==> config.mk <==
export PLATFORM = sky130hd
export DESIGN_NAME = quad_input_decoder
export DESIGN_NICKNAME = d
export VERILOG_FILES = /design/src/rtl/qs_pkg.sv /design/src/rtl/quad_glitch_filter.sv /design/src/rtl/quad_input_decoder.sv
export SDC_FILE = /design/constraint.sdc
export NUM_CORES = 1
export LEC_CHECK = 0
export ABC_CLOCK_PERIOD_IN_PS = 4100
export CAP_MARGIN = 0
export CORE_MARGIN = 10
export CORE_UTILIZATION = 62
export CTS_BUF_LIST = sky130_fd_sc_hd__clkbuf_4
export DETAILED_ROUTE_END_ITERATION = 10
export GPL_ROUTABILITY_DRIVEN = 0
export PLACE_DENSITY = 0.9
export SYNTH_ARGS = -nofsm -noshare
export SYNTH_HDL_FRONTEND = slang
export SYNTH_SLANG_ARGS = --single-unit
==> constraint.sdc <==
create_clock -name clk -period 4.1 [get_ports clk]
set_input_delay 0.615 -clock clk [delete_from_list [all_inputs] [get_ports clk]]
set_output_delay 0.615 -clock clk [all_outputs]
set_load 0.05 [all_outputs]
==> src/rtl/qs_pkg.sv <==
// -----------------------------------------------------------------------------
// qs_pkg
// Shared definitions for the quadrature input decoder:
//   - phase encoding constants for the filtered {A,B} pair
//   - INIT/RUN state enumeration of the decoder state machine
//   - step classification type and helper functions used by the decoder
// -----------------------------------------------------------------------------
package qs_pkg;

  // Filtered channel pair, bit 1 = A, bit 0 = B.
  localparam logic [1:0] PH_00 = 2'b00;
  localparam logic [1:0] PH_10 = 2'b10;
  localparam logic [1:0] PH_11 = 2'b11;
  localparam logic [1:0] PH_01 = 2'b01;

  // Width of the per-channel filter counter; covers FILTER_LEN up to 255.
  localparam int FILT_CNT_W = 8;

  typedef enum logic {
    ST_INIT = 1'b0,
    ST_RUN  = 1'b1
  } dec_state_t;

  typedef enum logic [1:0] {
    STEP_NONE = 2'b00,
    STEP_UP   = 2'b01,
    STEP_DOWN = 2'b10,
    STEP_ERR  = 2'b11
  } step_t;

  // Successor of a phase in the forward direction 00->10->11->01->00.
  function automatic logic [1:0] ph_fwd(input logic [1:0] ph);
    logic [1:0] nxt;
    case (ph)
      PH_00:   nxt = PH_10;
      PH_10:   nxt = PH_11;
      PH_11:   nxt = PH_01;
      default: nxt = PH_00;
    endcase
    return nxt;
  endfunction

  // Classify the move from prev to cur. A reverse step is simply a forward
  // step seen from the other side; anything else that changed is a
  // double-bit change and therefore illegal.
  function automatic step_t classify(input logic [1:0] prev, input logic [1:0] cur);
    step_t s;
    if (cur == prev) begin
      s = STEP_NONE;
    end else if (cur == ph_fwd(prev)) begin
      s = STEP_UP;
    end else if (prev == ph_fwd(cur)) begin
      s = STEP_DOWN;
    end else begin
      s = STEP_ERR;
    end
    return s;
  endfunction

endpackage

==> src/rtl/quad_glitch_filter.sv <==
// -----------------------------------------------------------------------------
// quad_glitch_filter
// One encoder channel: 2-flop synchronizer followed by a persistence filter.
// The filtered value follows the synchronized value only after they have
// differed for FILTER_LEN consecutive clocks; any matching clock restarts
// the count, so shorter pulses never reach the output.
//
// Ports
//   clk       in   system clock
//   rst_n     in   synchronous active-low reset
//   raw       in   asynchronous channel input
//   load      in   force filtered value to the synchronizer output now
//   sync      out  synchronizer output (second flop)
//   filtered  out  glitch-filtered channel value
// -----------------------------------------------------------------------------
module quad_glitch_filter
  import qs_pkg::*;
#(
  parameter int FILTER_LEN = 4
) (
  input  logic clk,
  input  logic rst_n,
  input  logic raw,
  input  logic load,
  output logic sync,
  output logic filtered
);

  logic                  sync1_reg;
  logic                  sync2_reg;
  logic                  filt_reg;
  logic                  filt_next;
  logic [FILT_CNT_W-1:0] cnt_reg;
  logic [FILT_CNT_W-1:0] cnt_next;

  // The counter holds the number of mismatching clocks already seen; the
  // FILTER_LEN-th mismatching clock is the one that updates the output.
  localparam logic [FILT_CNT_W-1:0] CNT_LAST = FILT_CNT_W'(FILTER_LEN - 1);

  always_comb begin
    filt_next = filt_reg;
    cnt_next  = '0;
    if (load) begin
      filt_next = sync2_reg;
    end else if (sync2_reg != filt_reg) begin
      if (cnt_reg == CNT_LAST) begin
        filt_next = sync2_reg;
      end else begin
        cnt_next = cnt_reg + 1'b1;
      end
    end
  end

  always_ff @(posedge clk) begin
    if (!rst_n) begin
      sync1_reg <= 1'b0;
      sync2_reg <= 1'b0;
      filt_reg  <= 1'b0;
      cnt_reg   <= '0;
    end else begin
      sync1_reg <= raw;
      sync2_reg <= sync1_reg;
      filt_reg  <= filt_next;
      cnt_reg   <= cnt_next;
    end
  end

  assign sync     = sync2_reg;
  assign filtered = filt_reg;

endmodule

==> src/rtl/quad_input_decoder.sv <==
// -----------------------------------------------------------------------------
// quad_input_decoder
// Quadrature encoder front end: per-channel synchronizer + glitch filter,
// then a step decoder producing one-clock up/down/err strobes and a
// saturating error counter. After reset an INIT phase lets the synchronizers
// settle and adopts whatever position the encoder sits at, so power-up never
// produces a spurious step.
//
// Ports
//   clk        in   system clock
//   rst_n      in   synchronous active-low reset
//   quadA      in   encoder channel A (asynchronous)
//   quadB      in   encoder channel B (asynchronous)
//   up         out  one-clock strobe per forward step
//   down       out  one-clock strobe per reverse step
//   err        out  one-clock strobe per illegal (double-bit) transition
//   err_count  out  saturating count of err strobes since reset
//   phase      out  current filtered {A,B}
//
// up and down come straight from flops so they can drive the enable inputs
// of a downstream quad_counter without any further gating.
// -----------------------------------------------------------------------------
module quad_input_decoder
  import qs_pkg::*;
#(
  parameter int FILTER_LEN = 4,
  parameter int ERR_BITS   = 8
) (
  input  logic                clk,
  input  logic                rst_n,
  input  logic                quadA,
  input  logic                quadB,
  output logic                up,
  output logic                down,
  output logic                err,
  output logic [ERR_BITS-1:0] err_count,
  output logic [1:0]          phase
);

  // Reject out-of-range filter lengths at elaboration time.
  generate
    if (FILTER_LEN < 1 || FILTER_LEN > 255) begin : g_bad_len
      $error("quad_input_decoder: FILTER_LEN must be in 1..255");
    end
  endgenerate

  // INIT covers FILTER_LEN+2 clocks: count 0 .. FILTER_LEN+1.
  localparam int INIT_W = $clog2(FILTER_LEN + 3);
  localparam logic [INIT_W-1:0] INIT_LAST = INIT_W'(FILTER_LEN + 1);
  localparam logic [ERR_BITS-1:0] ERR_MAX = {ERR_BITS{1'b1}};

  // ---------------------------------------------------------------------------
  // Channel filters (bit 1 = A, bit 0 = B)
  // ---------------------------------------------------------------------------
  logic [1:0] raw;
  logic [1:0] sync;
  logic [1:0] filt;
  logic       init_load;

  assign raw = {quadA, quadB};

  generate
    for (genvar gi = 0; gi < 2; gi++) begin : g_chan
      quad_glitch_filter #(
        .FILTER_LEN (FILTER_LEN)
      ) u_filter (
        .clk      (clk),
        .rst_n    (rst_n),
        .raw      (raw[gi]),
        .load     (init_load),
        .sync     (sync[gi]),
        .filtered (filt[gi])
      );
    end
  endgenerate

  // ---------------------------------------------------------------------------
  // INIT/RUN state machine
  // ---------------------------------------------------------------------------
  dec_state_t        state_reg;
  dec_state_t        state_next;
  logic [INIT_W-1:0] init_cnt_reg;
  logic [INIT_W-1:0] init_cnt_next;
  logic              run_en;

  // State register
  always_ff @(posedge clk) begin
    if (!rst_n) begin
      state_reg    <= ST_INIT;
      init_cnt_reg <= '0;
    end else begin
      state_reg    <= state_next;
      init_cnt_reg <= init_cnt_next;
    end
  end

  // Next-state logic
  always_comb begin
    state_next    = state_reg;
    init_cnt_next = init_cnt_reg;
    case (state_reg)
      ST_INIT: begin
        if (init_cnt_reg == INIT_LAST) begin
          state_next    = ST_RUN;
          init_cnt_next = '0;
        end else begin
          init_cnt_next = init_cnt_reg + 1'b1;
        end
      end
      ST_RUN: begin
        state_next = ST_RUN;
      end
      default: begin
        state_next    = ST_INIT;
        init_cnt_next = '0;
      end
    endcase
  end

  // Output logic
  always_comb begin
    init_load = 1'b0;
    run_en    = 1'b0;
    case (state_reg)
      ST_INIT: init_load = (init_cnt_reg == INIT_LAST);
      ST_RUN:  run_en    = 1'b1;
      default: begin
        init_load = 1'b0;
        run_en    = 1'b0;
      end
    endcase
  end

  // ---------------------------------------------------------------------------
  // Step decoder and error counter
  // ---------------------------------------------------------------------------
  logic [1:0]          prev_reg;
  logic [1:0]          prev_next;
  step_t               step;
  logic                up_reg;
  logic                down_reg;
  logic                err_reg;
  logic [ERR_BITS-1:0] err_count_reg;
  logic [ERR_BITS-1:0] err_count_next;

  assign step = classify(prev_reg, filt);

  // prev tracks the filtered value in RUN even after an illegal step, so a
  // single double-bit glitch costs one err strobe rather than desynchronising
  // the decoder. On the last INIT clock it adopts the synchronizer outputs,
  // exactly as the filters do, so the first RUN compare sees no change.
  always_comb begin
    prev_next      = prev_reg;
    err_count_next = err_count_reg;
    if (init_load) begin
      prev_next = sync;
    end else if (run_en) begin
      prev_next = filt;
      if (step == STEP_ERR && err_count_reg != ERR_MAX) begin
        err_count_next = err_count_reg + 1'b1;
      end
    end
  end

  always_ff @(posedge clk) begin
    if (!rst_n) begin
      prev_reg      <= PH_00;
      up_reg        <= 1'b0;
      down_reg      <= 1'b0;
      err_reg       <= 1'b0;
      err_count_reg <= '0;
    end else begin
      prev_reg      <= prev_next;
      up_reg        <= run_en && (step == STEP_UP);
      down_reg      <= run_en && (step == STEP_DOWN);
      err_reg       <= run_en && (step == STEP_ERR);
      err_count_reg <= err_count_next;
    end
  end

  assign up        = up_reg;
  assign down      = down_reg;
  assign err       = err_reg;
  assign err_count = err_count_reg;
  assign phase     = filt;

endmodule

-- Word level (Yosys, flattened, before mapping)
Cells that the tools add are included.
Widths: inputs -> output; s select.
- logic and storage cells: 77
- register bits after elaboration: 39
- output and inout bits: 13
- input bits: 4
- mux-type cells: 21
- equal/unequal tests: 16
- add/sub/neg operators: 4
- bitwise logic cells: 5
- reduce and logical (&&, ||, !) cells: 16
- operator list (kind ; count):
    $add 8x1->8 const B ; 3
    $eq 8x2->1 const B ; 2
    $mux 2 ; 7
    $eq 2x2->1 const B ; 6
    $pmux 2 s3 ; 2
    $mux 1 ; 10
    $reduce_bool 2->1 ; 5
    $ne 8x8->1 const B ; 1
    $reduce_or 4->1 ; 2
    $eq 2x2->1 ; 3
    $not 1->1 ; 5
    $logic_and 1x1->1 ; 4
    $logic_not 2->1 ; 2
    $reduce_and 2->1 ; 2
    $add 3x1->3 const B ; 1
    $eq 3x3->1 const B ; 1
    $mux 3 ; 1
    $reduce_and 3->1 ; 1
    $eq 2x1->1 const B ; 1
    $ne 1x1->1 ; 2
    $pmux 1 s2 ; 1

-- Longest topological paths before layout
- depth after elaboration: 13
- mapped depth: 5
- mapped depth without buffers: 5

-- Modules after synthesis
From an unflattened synthesis, not the netlist that was laid out.
- cells, all modules: 183
- area, all modules: 1639.1 um2
- by module, submodules not included (module ; seq. area each (um2) ; area each (um2) ; cells an instance ; instances):
    quad_glitch_filter ; 220.2 ; 436.7 ; 48 ; 2
    quad_input_decoder ; 340.3 ; 765.7 ; 87 ; 1

-- Worst setup path after synthesis
No wires, ideal clock.
- kind: flip-flop to flip-flop
- start: reg err_count_reg[0], in the netlist err_count[0]
- end: reg err_count_reg[0], in the netlist err_count[0]
- buffers on the path: 0
- clock period less this slack: 1677 ps
- data arrival time: 1550 ps
- cell stages (with the launch flop): 6
- required time: 3974 ps
- setup time: 126 ps
- path slack: 2423 ps
- cells stage by stage: dfxtp_1 -> ha_1 -> inv_1 -> nor3_1 -> a21oi_1 -> mux2i_1
- cells in the longest elaborated chain, start to end: 3
- elaborated cells between the ends (all ways): 4
- classes of those cells: 1 x add/sub; 1 x eq/ne; 2 x reduce/logical
- RTL lines (what ; RTL line ; RTL):
    start: declaration ; quad_input_decoder.sv:143 ; logic [ERR_BITS-1:0] err_count_reg;
    start signal: assignment ; quad_input_decoder.sv:177 ; err_count_reg <= err_count_next;
    branches (longest 3 deep; another with $add 8x1->8) ; - ;
Parallel ways; which one is timed is not known.
A chain may end at the register's enable or synchronous reset.

-- Worst setup path after layout
- start: reg g_chan[1].u_filter.filt_reg
- end: out phase[1]
- RTL lines (what ; RTL line ; RTL):
    start: declaration ; quad_glitch_filter.sv:31 ; logic filt_reg;
    start signal: assignment ; quad_glitch_filter.sv:63 ; filt_reg <= filt_next;
    end: declaration ; quad_input_decoder.sv:37 ; output logic [1:0] phase
No word-level cell between the ends.

==> summary.txt <==
Hold Path Class -> register to register
Top_reg_cell synth -> dfxtp_1
Syn avg cell area -> 9.27 um2
CP Class -> register to output port
PD cells -> 344 nW/um2
CP Data Required Time -> 3.48 ns
Area Overhead vs Synth -> 13.6%
Commonest cells post-synth -> dfxtp_1 (39), nor2_1 (26), nand2_1 (15)
CP peak stage delay -> 0.87 ns
CP Max Fanout -> 6
Crit-path cells -> clkdlybuf4s50_1
Drt first pass iters -> 5
Yosys cell types -> 33
Slowest CP cell -> clkdlybuf4s50_1
Period utilisation layout -> 0.576
Post-synth EDFFs -> 0
Final net count -> 205
Inserted Diodes -> 0
Leakage power -> 0.736 nW
Die width -> 72.0 um
Share of cells above drive strength 1 -> 0.0603
Slew headroom -> 0.562
Core Footprint -> 2520 um2
# fillers -> 191
Worst Tran Pin Value -> 0.648 ns
Post-Syn Area -> 1680 um2
Yosys Warn Count -> 0
Avg WL per Cell -> 13.5 um
Arrival time worst endpoint -> 1.75 ns
Final setup violating endpoints -> 0
Max reg flops -> 16
# hold bufs at CTS -> 0
Setup Skew -> 0.00717 ns
DRT iter0 DRCs -> 21
Hold WS -> 0.448 ns
VDD IR max -> 0.000332 V
Global-route wire length before repair -> 5310 um
DR vias/cell -> 5.60
Post-route setup TNS -> 0 ns
Cell family with most CP delay -> buffers and inverters
Status -> finished clean
H-tree levels -> 2
Register area -> 781 um2
CTS tree -> yes
CTS clk-pin slew, worst paths -> 0.11 ns
IO Port Bufs -> 16
RSZ-0062 raised after global routing -> no
Clk_lat worst skew -> 0.34 ns
Min cycle time layout -> 2.36 ns
DRT met1 WL -> 1400 um
Die area -> 5190 um2
Postcts setup bufs -> 0
Placed Instances -> 221
Final Hold Vio Count -> 0
Mapped Nets -> 188
Global route total overflow -> 0
Overall power -> 0.657 mW
Filler-free cell count of the finished design -> 229
Max-cap violations -> 0
Multi-input gate area in the final layout -> 830 um2
Root Buffer -> clkbuf_4
Yosys reg bits -> 39
Buf/Inv on CP -> 1
Async set-or-reset flop fraction in the synthesized netlist -> 0
Yosys top cell area share -> 0.465
Post-route DRC -> 0
Seq/Total Area, Yosys -> 0.465
Num CTS Buffers -> 5
CP Launch Type -> register
Remaining antenna violation count -> 0
Fmax achieved -> 0.423 GHz
Routed WL -> 3090 um
Met2 routed WL -> 1450 um
Largest net degree at the start of global routing -> 16
Number of global-route vias before repair -> 1270
Initial antenna violation count -> 0
Row count -> 18
Clock Sinks -> 39
Max Used Layer -> met4
Synth area leader -> dfxtp_1
Count leader, synth -> dfxtp_1
DP HPWL -> 2280 um
Post-cts sizing count -> 0
Met3 wire length -> 173 um
Top-Level Pins -> 17
Crit. End Element -> output port
Final max-slew violation count -> 0
Vias -> 1282
Tot GR Track Use -> 0.125
Synth Instances -> 181
Clk buf depth -> 2
Die Ht -> 72.0 um
Starting Density -> 0.665
Area contributors post-synth -> dfxtp_1 (47%), xor2_1 (7.3%), nor2_1 (5.8%), mux2i_1 (5.4%), nand3_1 (3.9%)
## kinds of logic (layout without fill, tap and decap cells)
logic type	after synthesis	count (layout)	synth area share
compound gates	13	13	0.0492
fa+ha+maj	3	3	0.0224
mux	9	9	0.0537
flops	39	39	0.465
simple gates	86	86	0.261
xor+xnor	19	19	0.108
buf+inv	12	30	0.0403
## area by class of cell
class	instances	area share
timing repair buffer	16	0.0840
tap	30	0.0197
multi-input combinational	130	0.435
sequential	39	0.409
inverter	6	0.0118
clock buffer	5	0.0197
clock inverter	3	0.0203
## worst paths after layout
path | startpoint | to | slack [ns] | cells after the start
max reg2reg | state_reg | g_chan[1].u_filter.cnt_reg[2] | 2.45 | 4
max | g_chan[1].u_filter.filtered | phase[1] | 1.74 | 1
min | g_chan[0].u_filter.sync1_reg | g_chan[0].u_filter.sync | 0.45 | 1
min reg2reg | g_chan[0].u_filter.sync1_reg | g_chan[0].u_filter.sync | 0.45 | 1
## per-stage QoR
step                instance area (um2)  setup slack [ns]   util
floorplan                          1680              2.42      -
global placement                   1830              1.79  0.726
detailed placement                 1830              1.67  0.726
CTS                                1910              1.73  0.756
global route                       1910              1.66  0.756
finish                             1910              1.74  0.756
## placed cells by master (no fill, tap or decap)
cell / count
bufinv_16: 1
o31a_1: 1
or4_1: 1
nand3_4: 1
dfxtp_1: 39
mux2i_1: 9
o31ai_1: 1
clkdlybuf4s50_1: 16
a211oi_1: 2
clkbuf_4: 5
nor4_1: 2
a21o_1: 1
ha_1: 3
and3_1: 5
clkinv_1: 1
and2_1: 4
a21oi_1: 7
or3_1: 1
and4_2: 1
xor2_1: 14
xor2_2: 2
inv_1: 6
nand3b_1: 1
a311oi_1: 1
or2_2: 1
clkinv_2: 1
nor2_1: 26
nand3_1: 13
nand2_1: 15
nand2b_1: 4
nor4bb_1: 1
nor3_1: 6
nor4b_1: 2
xnor2_1: 3
nand4_1: 2
## power by group
part	total [mW]	switching, mW	internal, mW
Sequential	0.390	0.00581	0.384
Combinational	0.0220	0.0120	0.00997
Clock	0.245	0.119	0.125
## worst register-to-register path, stage by stage, from the launching register on
cell      delay, ns
dfxtp_1        0.42
nor4bb_1       0.62
nor2_1         0.13
nand3_1        0.27
nor2_1         0.09
## metal layers
layer,track usage,up-vias
met1,0.129,587
met3,0.0599,11
met4,0.0645,0
met2,0.206,36
met5,0,-
li1,-,648
No activity file was read; power rests on OpenSTA's default activity.
